### src/rtl/wb_hyperram_arbiter.sv
// wb_hyperram_arbiter
// Two-master Wishbone classic arbiter in front of the single HyperRAM slave.
// Master 0 is the management bus, master 1 a user-side master (e.g. DMA).
// Round-robin grant, held for the whole cyc so bursts are never split.
// Optional build macro: ARB_TIMEOUT_EN adds a watchdog that ends stalled
// cycles with a one-cycle err pulse to the owner.
//
// Handshake: a master requests with cyc & stb. The owner's signals go
// straight to the slave, and a transfer completes in the cycle the slave
// raises ack. A master that is not the owner never has its stb forwarded
// and never sees ack, err or read data; it simply waits.

module wb_hyperram_arbiter #(
  parameter int AW             = 32,
  parameter int DW             = 32,
  parameter int TIMEOUT_CYCLES = 255
) (
  input  logic            wb_clk_i,
  input  logic            wb_rst_i,
  // master 0
  input  logic            m0_cyc_i,
  input  logic            m0_stb_i,
  input  logic            m0_we_i,
  input  logic [AW-1:0]   m0_adr_i,
  input  logic [DW-1:0]   m0_dat_i,
  input  logic [DW/8-1:0] m0_sel_i,
  output logic [DW-1:0]   m0_dat_o,
  output logic            m0_ack_o,
  output logic            m0_err_o,
  // master 1
  input  logic            m1_cyc_i,
  input  logic            m1_stb_i,
  input  logic            m1_we_i,
  input  logic [AW-1:0]   m1_adr_i,
  input  logic [DW-1:0]   m1_dat_i,
  input  logic [DW/8-1:0] m1_sel_i,
  output logic [DW-1:0]   m1_dat_o,
  output logic            m1_ack_o,
  output logic            m1_err_o,
  // slave
  output logic            s_cyc_o,
  output logic            s_stb_o,
  output logic            s_we_o,
  output logic [AW-1:0]   s_adr_o,
  output logic [DW-1:0]   s_dat_o,
  output logic [DW/8-1:0] s_sel_o,
  input  logic [DW-1:0]   s_dat_i,
  input  logic            s_ack_i,
  // observation: one-hot owner, doubles as the visible FSM state
  output logic [1:0]      grant_o
);

  localparam logic [1:0] ST_IDLE = 2'd0;
  localparam logic [1:0] ST_GNT0 = 2'd1;
  localparam logic [1:0] ST_GNT1 = 2'd2;

  logic [1:0] state, state_next;
  logic       last, last_next;   // master granted most recently (1 = m1)
  logic       req0, req1;
  logic       timeout;           // watchdog expiry in this cycle
  logic [1:0] blocked;           // master timed out and has not yet dropped cyc

`ifdef ARB_TIMEOUT_EN
  logic [15:0] wait_cnt;
  logic        owner_stb;

  assign owner_stb = ((state == ST_GNT0) && m0_stb_i) ||
                     ((state == ST_GNT1) && m1_stb_i);
  assign timeout   = ((state == ST_GNT0) || (state == ST_GNT1)) &&
                     (wait_cnt == 16'(TIMEOUT_CYCLES));

  // Count owner stall cycles; any ack or change of owner restarts the count.
  always_ff @(posedge wb_clk_i) begin
    if (wb_rst_i)
      wait_cnt <= '0;
    else if (s_ack_i || (state_next != state))
      wait_cnt <= '0;
    else if (owner_stb)
      wait_cnt <= wait_cnt + 16'd1;
  end

  // A timed-out master stays out of arbitration until its cyc has been low.
  always_ff @(posedge wb_clk_i) begin
    if (wb_rst_i) begin
      blocked <= 2'b00;
    end else begin
      if (!m0_cyc_i)
        blocked[0] <= 1'b0;
      else if (timeout && (state == ST_GNT0))
        blocked[0] <= 1'b1;
      if (!m1_cyc_i)
        blocked[1] <= 1'b0;
      else if (timeout && (state == ST_GNT1))
        blocked[1] <= 1'b1;
    end
  end
`else
  // No watchdog: never expires for any legal (non-zero) limit.
  assign timeout = (TIMEOUT_CYCLES == 0);
  assign blocked = 2'b00;
`endif

  assign req0 = m0_cyc_i && m0_stb_i && !blocked[0];
  assign req1 = m1_cyc_i && m1_stb_i && !blocked[1];

  // Round-robin next-state: hold the grant for the whole cyc of the owner.
  always_comb begin
    state_next = state;
    last_next  = last;
    case (state)
      ST_IDLE: begin
        if (req0 && req1) begin
          if (last) begin
            state_next = ST_GNT0;
            last_next  = 1'b0;
          end else begin
            state_next = ST_GNT1;
            last_next  = 1'b1;
          end
        end else if (req0) begin
          state_next = ST_GNT0;
          last_next  = 1'b0;
        end else if (req1) begin
          state_next = ST_GNT1;
          last_next  = 1'b1;
        end
      end
      ST_GNT0: begin
        if (timeout) begin
          state_next = ST_IDLE;
        end else if (!m0_cyc_i) begin
          if (req1) begin
            state_next = ST_GNT1;
            last_next  = 1'b1;
          end else begin
            state_next = ST_IDLE;
          end
        end
      end
      ST_GNT1: begin
        if (timeout) begin
          state_next = ST_IDLE;
        end else if (!m1_cyc_i) begin
          if (req0) begin
            state_next = ST_GNT0;
            last_next  = 1'b0;
          end else begin
            state_next = ST_IDLE;
          end
        end
      end
      default: state_next = ST_IDLE;
    endcase
  end

  // State register; last starts at m1 so m0 wins the first tie.
  always_ff @(posedge wb_clk_i) begin
    if (wb_rst_i) begin
      state <= ST_IDLE;
      last  <= 1'b1;
    end else begin
      state <= state_next;
      last  <= last_next;
    end
  end

  // Owner mux toward the slave and return path back to the owner only.
  always_comb begin
    s_cyc_o  = 1'b0;
    s_stb_o  = 1'b0;
    s_we_o   = 1'b0;
    s_adr_o  = '0;
    s_dat_o  = '0;
    s_sel_o  = '0;
    m0_dat_o = '0;
    m0_ack_o = 1'b0;
    m0_err_o = 1'b0;
    m1_dat_o = '0;
    m1_ack_o = 1'b0;
    m1_err_o = 1'b0;
    grant_o  = 2'b00;
    case (state)
      ST_GNT0: begin
        s_cyc_o  = m0_cyc_i;
        s_stb_o  = m0_stb_i && !timeout;
        s_we_o   = m0_we_i;
        s_adr_o  = m0_adr_i;
        s_dat_o  = m0_dat_i;
        s_sel_o  = m0_sel_i;
        m0_dat_o = s_dat_i;
        m0_ack_o = s_ack_i;
        m0_err_o = timeout;
        grant_o  = 2'b01;
      end
      ST_GNT1: begin
        s_cyc_o  = m1_cyc_i;
        s_stb_o  = m1_stb_i && !timeout;
        s_we_o   = m1_we_i;
        s_adr_o  = m1_adr_i;
        s_dat_o  = m1_dat_i;
        s_sel_o  = m1_sel_i;
        m1_dat_o = s_dat_i;
        m1_ack_o = s_ack_i;
        m1_err_o = timeout;
        grant_o  = 2'b10;
      end
      default: ;
    endcase
  end

endmodule

### config.mk
export PLATFORM = sky130hd
export DESIGN_NAME = wb_hyperram_arbiter
export DESIGN_NICKNAME = d
export VERILOG_FILES = /design/src/rtl/wb_hyperram_arbiter.sv
export SDC_FILE = /design/constraint.sdc
export NUM_CORES = 1
export LEC_CHECK = 0
export CORE_AREA = 2 2 122 124
export CTS_CLUSTER_DIAMETER = 80
export CTS_CLUSTER_SIZE = 40
export DETAILED_ROUTE_END_ITERATION = 16
export DIE_AREA = 0 0 124 126
export GPL_TIMING_DRIVEN = 0
export PLACE_DENSITY_LB_ADDON = 0.2
export SLEW_MARGIN = 20
export SYNTH_ARGS = -nofsm -noshare
export SYNTH_HDL_FRONTEND = slang
export SYNTH_SLANG_ARGS = --single-unit
### constraint.sdc
create_clock -name wb_clk_i -period 1.8 [get_ports wb_clk_i]
set_clock_uncertainty 0.15 [all_clocks]
set_input_delay 0.36 -clock wb_clk_i [delete_from_list [all_inputs] [get_ports wb_clk_i]]
set_output_delay 0.36 -clock wb_clk_i [all_outputs]
set_load 0.05 [all_outputs]
* Word-level counts from Yosys, hierarchy flattened
Index checks and enable logic that the tools add are counted. Widths: inputs -> output; s select.
Cells by class: eq/ne operators 6, mux-type cells 28, reduce and logical (&&, ||, !) cells 7
Operators by type and width (number):
- $pmux 32 s2 | 2
- $mux 32 | 2
- $mux 2 | 7
- $mux 1 | 10
- $pmux 4 s2 | 1
- $ne 2x2->1 const B | 3
- $pmux 1 s2 | 3
- $pmux 2 s3 | 1
- $ne 4x4->1 const B | 1
- $pmux 2 s2 | 1
- $reduce_and 4->1 | 1
- $logic_and 1x1->1 | 3
- $pmux 1 s3 | 1
- $reduce_and 3->1 | 1
- $reduce_bool 3->1 | 1
- $eq 2x1->1 const B | 1
- $eq 2x2->1 const B | 1
- $logic_not 2->1 | 1
Storage, ports and cells: register bits 3, input bits 177, output and inout bits 141, word-level logic and storage cells 43

* Depth between registers and ports, before layout
word-level depth 5, depth in mapped cells 6, depth with buffers taken out 6

* Least setup slack after synthesis
No wires, ideal clock.
kind flip-flop to output port, from register state[0], to output s_adr_o[0], arrival time 1.858 ns, required time 1.290 ns, setup slack -0.568 ns, stages on the path, launching flop included 7, path buffers 2, cells stage by stage dfxtp_1 inv_1 ha_1 and2_1 buf_2 buf_6 a22o_1
Between the ends: longest elaborated chain between the ends 2, elaborated cells on any way between the ends 3, those cells by class eq/ne: 2; mux: 1
Ends and longest elaborated chain:
- from (decl) | RTL line 57 | logic [1:0] state, state_next;
- from (signal assigned) | RTL line 162 | state <= state_next;
- $eq 2x2->1 or $eq 2x1->1 (tied branches) | RTL line 182 | case (state)
- $pmux 32 s2 (*) | RTL line 182
- to (decl) | RTL line 44 | output logic [AW-1:0] s_adr_o,
Mark *: on every way between the ends. The rest lies on a longest branch, timed or not.

* Final worst setup path
from register state[0], to output s_adr_o[27]
Same word-level chain as after synthesis.

==> impl_metrics.py <==
metrics = {
    "worst_hold_path": {
        "worstHoldPathCells": 2,
        "min_to": "state[1]",
        "hold_start": "state[1]",
        "hold_class": "register to register",
    },
    "clocking": {
        "cts_tree": "yes",
        "htree_levels": 1,
        "numCtsBuffers": 3,
        "clk_pin_slew_ns": 0.03,
        "clock-sinks": 3,
        "clockBufferDepth": 2,
        "insertion_delay_ns": 0.22,
        "root_buffer": "clkbuf_16",
    },
    "routing": {
        "first_pass_iters": 6,
        "detail-route-antenna-nets": 0,
        "drt_wl_total_um": 12700,
        "drt-initial-drc-count": 59,
        "wire_per_inst_um": 17.8,
        "drcViolationCount": 0,
        "vias": 2953,
        "post_drt_via_cell_ratio": 4.15,
    },
    "global_route": {
        "top_usage_layer": "met2",
        "antenna_found_initial": 0,
        "overflow": 0,
        "met2_usage_pct": 27.3,
        "met1_usage_pct": 14.4,
        "grt_start_max_net_pins": 11,
        "grt_pass1_vias": 3139,
        "track_usage_pct": 14.1,
        "grt_pass1_wl_um": 17100,
        "grtUsageMet3_pct": 5.21,
    },
    "timing": {
        "setup_violations": 138,
        "slew_violations": 0,
        "rsz0062_at_grt": "yes",
        "timing.final.crit_share_pct": 124,
        "fmax_mhz": 448,
        "fin_ws_ns": -0.433,
        "min_period_ns": 2.23,
        "hold_viol": 0,
        "hold_slack_ns": 0.373,
    },
    "worst_setup_path": {
        "end_kind": "output port",
        "start_kind": "register",
        "crit_fanout": 9,
        "crit_path_cell_trace": "buf_12, ha_4, and2_4, buf_12, clkbuf_16, a22o_2, buf_6",
        "worstPathArrival_ns": 1.72,
        "crit_path_max_incr_delay_ns": 0.36,
        "crit_family": "buffers and inverters",
        "timing.critical_path.buf_inv": 4,
        "crit_required_ns": 1.29,
        "slowest_stage": "dfxtp_4",
        "worstSetupPathType": "register to output port",
        "r2r_start": "state[1]",
        "reg2reg_slack_ns": -0.04,
        "timing.rr.end": "state[1]",
        "critPathMostFrequentCell": "buf_12",
        "reg2reg_depth": 9,
    },
    "power_and_ir_drop": {
        "clkPwrFrac_pct": 16.8,
        "pwr-share-seq_pct": 4.2,
        "switchingPower_mw": 0.855,
        "p_int_mw": 1.23,
        "p_leak_nw": 2.68,
        "swShare_pct": 40.9,
        "combPwrFrac_pct": 79.0,
        "power_mw": 2.09,
        "ir_drop_v": 0.000231,
        "powerDensity_mw_per_mm2": 346,
    },
    "floorplan": {
        "die-area_mm2": 0.0156,
        "fp.dieH_um": 126,
        "ios": 318,
        "die_w_um": 124,
        "design.core.area_mm2": 0.0143,
        "initial_core_util_pct": 10.4,
        "num_rows": 44,
    },
    "logic_synthesis": {
        "yosys.area.top_type": "a22o_1",
        "ys_seq_area_share_pct": 4.04,
        "synth_area_per_cell_um2": 7.55,
        "synth_fa_ha_area_share_pct": 3.36,
        "ys_types": 24,
        "synthMuxAreaShare_pct": 0,
        "synth_xor_area_share_pct": 0,
        "syn_area_mm2": 0.00149,
        "synth_compound_area_share_pct": 47.6,
        "synth_cells": 197,
        "ys_warn_count": 0,
        "synth.top_cell.area_share_pct": 41.8,
        "synthTopCellsByArea": "a22o_1 (42%), and2_1 (29%), buf_6 (5.3%), dfxtp_1 (4.0%), buf_2 (3.4%)",
        "synthSimpleGateAreaFrac_pct": 32.0,
        "ys_ff_latch": 3,
        "synth_top_family_by_area": "compound AO/OA/AOI/OAI gates",
    },
    "outcome": {
        "violations": "negative setup slack",
        "status": "finished, violations left",
    },
    "final_layout": {
        "final_cell_mix": "clkdlybuf4s50_1 (175), buf_6 (130), and2_4 (65)",
        "mostFrequentLayoutCell": "clkdlybuf4s50_1",
        "num_antenna_cells": 0,
        "nFillCells": 1405,
        "layout-drive-gt1-share_pct": 61.2,
        "seqCellArea_um2": 67.6,
        "final_cells": 712,
        "multi_input_area_mm2": 0.00169,
        "nNetsFinal": 710,
        "area_growth_pct": 305,
        "final_util_pct": 42.1,
    },
    "run": {
        "max-cap-violations": 0,
    },
    "placed_design": {
        "dp_hpwl_um": 10400,
        "io_buffer_count": 315,
        "place_inst": 697,
        "routabilityCongestion": 0.782,
        "post-place-ws_ns": -1.16,
    },
}
==> logic make-up after synthesis <==
| family | after synthesis |
|---|---|
| other | 1 |
| AND/OR/NAND/NOR | 78 |
| flip-flops | 3 |
| buffers and inverters | 30 |
| AO/OA/AOI/OAI | 81 |
| adder cells (fa/ha/maj) | 4 |
==> worst max path at each step <==
stage / startpoint / endpoint / slack (ns) / cells after the start
2_1_floorplan: state[1] / s_adr_o[0] / -0.14 / 6
3_3_place_gp: state[0] / s_dat_o[1] / -1.16 / 7
3_5_place_dp: state[0] / s_sel_o[1] / -1.16 / 7
4_1_cts: state[1] / s_sel_o[1] / -0.43 / 6
5_1_grt: state[1] / s_adr_o[18] / -0.47 / 6
6_report: state[0] / s_adr_o[27] / -0.43 / 7
==> cells in the mapped netlist <==
cell type and instances:
o211ai_1 1, dfxtp_1 3, o21ai_1 1, conb_1 1, inv_1 4, o21ai_0 1
a31oi_1 2, a2111oi_4 1, buf_2 10, a21oi_1 2, a31o_2 1, ha_1 4
or3_1 1, o32a_1 1, buf_6 7, clkbuf_1 6, nand2_1 5, nor3_1 1
buf_4 3, and2_2 1, nor3b_1 1, nor2b_1 1, a22o_1 71, and2_1 68
==> layer usage <==
metal  up-vias  wire length [um]
li1       1393                 -
met1      1349              4170
met2       199              6610
met3        12              1760
met4         0               151
met5         -                 0
==> sequential cells by signal, indices dropped and copies added, names as in the netlist <==
name,flops
state,2
last,1
==> cell type report <==
cell class / instances / share of cell area [%]
multi-input cells: 165 / 28.0
repair buffers: 327 / 59.2
well taps: 184 / 3.82
plain buffers: 25 / 6.31
flip-flops and latches: 3 / 1.12
clock buffers: 4 / 1.31
inverters: 4 / 0.332
==> metrics by stage <==
step                      cell area, um2  setup TNS (ns)
final                               6030          -43.04
after global routing                6030          -47.55
after CTS                           5610          -46.54
after detailed placement            5260         -119.69
after global placement              5260         -118.46
after floorplan                     1880           -9.24
==> what timing repair did <==
action	4_1_cts	5_1_grt
pin swaps	3	2
setup buffers	3	5
hold buffers	0	0
gates resized for setup	953	126
endpoints found under the setup margin	139	139
gates cloned	1	3
==> worst min-delay path, delay by kind of cell, from the launching register on <==
family | cells | cell delay (ns)
AOI/OAI and AO/OA | 1 | 0.06
DFF | 1 | 0.36
and+or+nand+nor | 1 | 0.06
==> power groups by stage <==
stage	Clock (mW)	Sequential [mW]	Combinational, mW
2_1_floorplan	0	0.0857	0.757
3_3_place_gp	0	0.0885	1.45
3_5_place_dp	0	0.0891	1.45
4_1_cts	0.357	0.0868	1.55
5_1_grt	0.365	0.0885	1.73
6_report	0.351	0.0880	1.65
No activity file was read; power rests on OpenSTA's default activity.
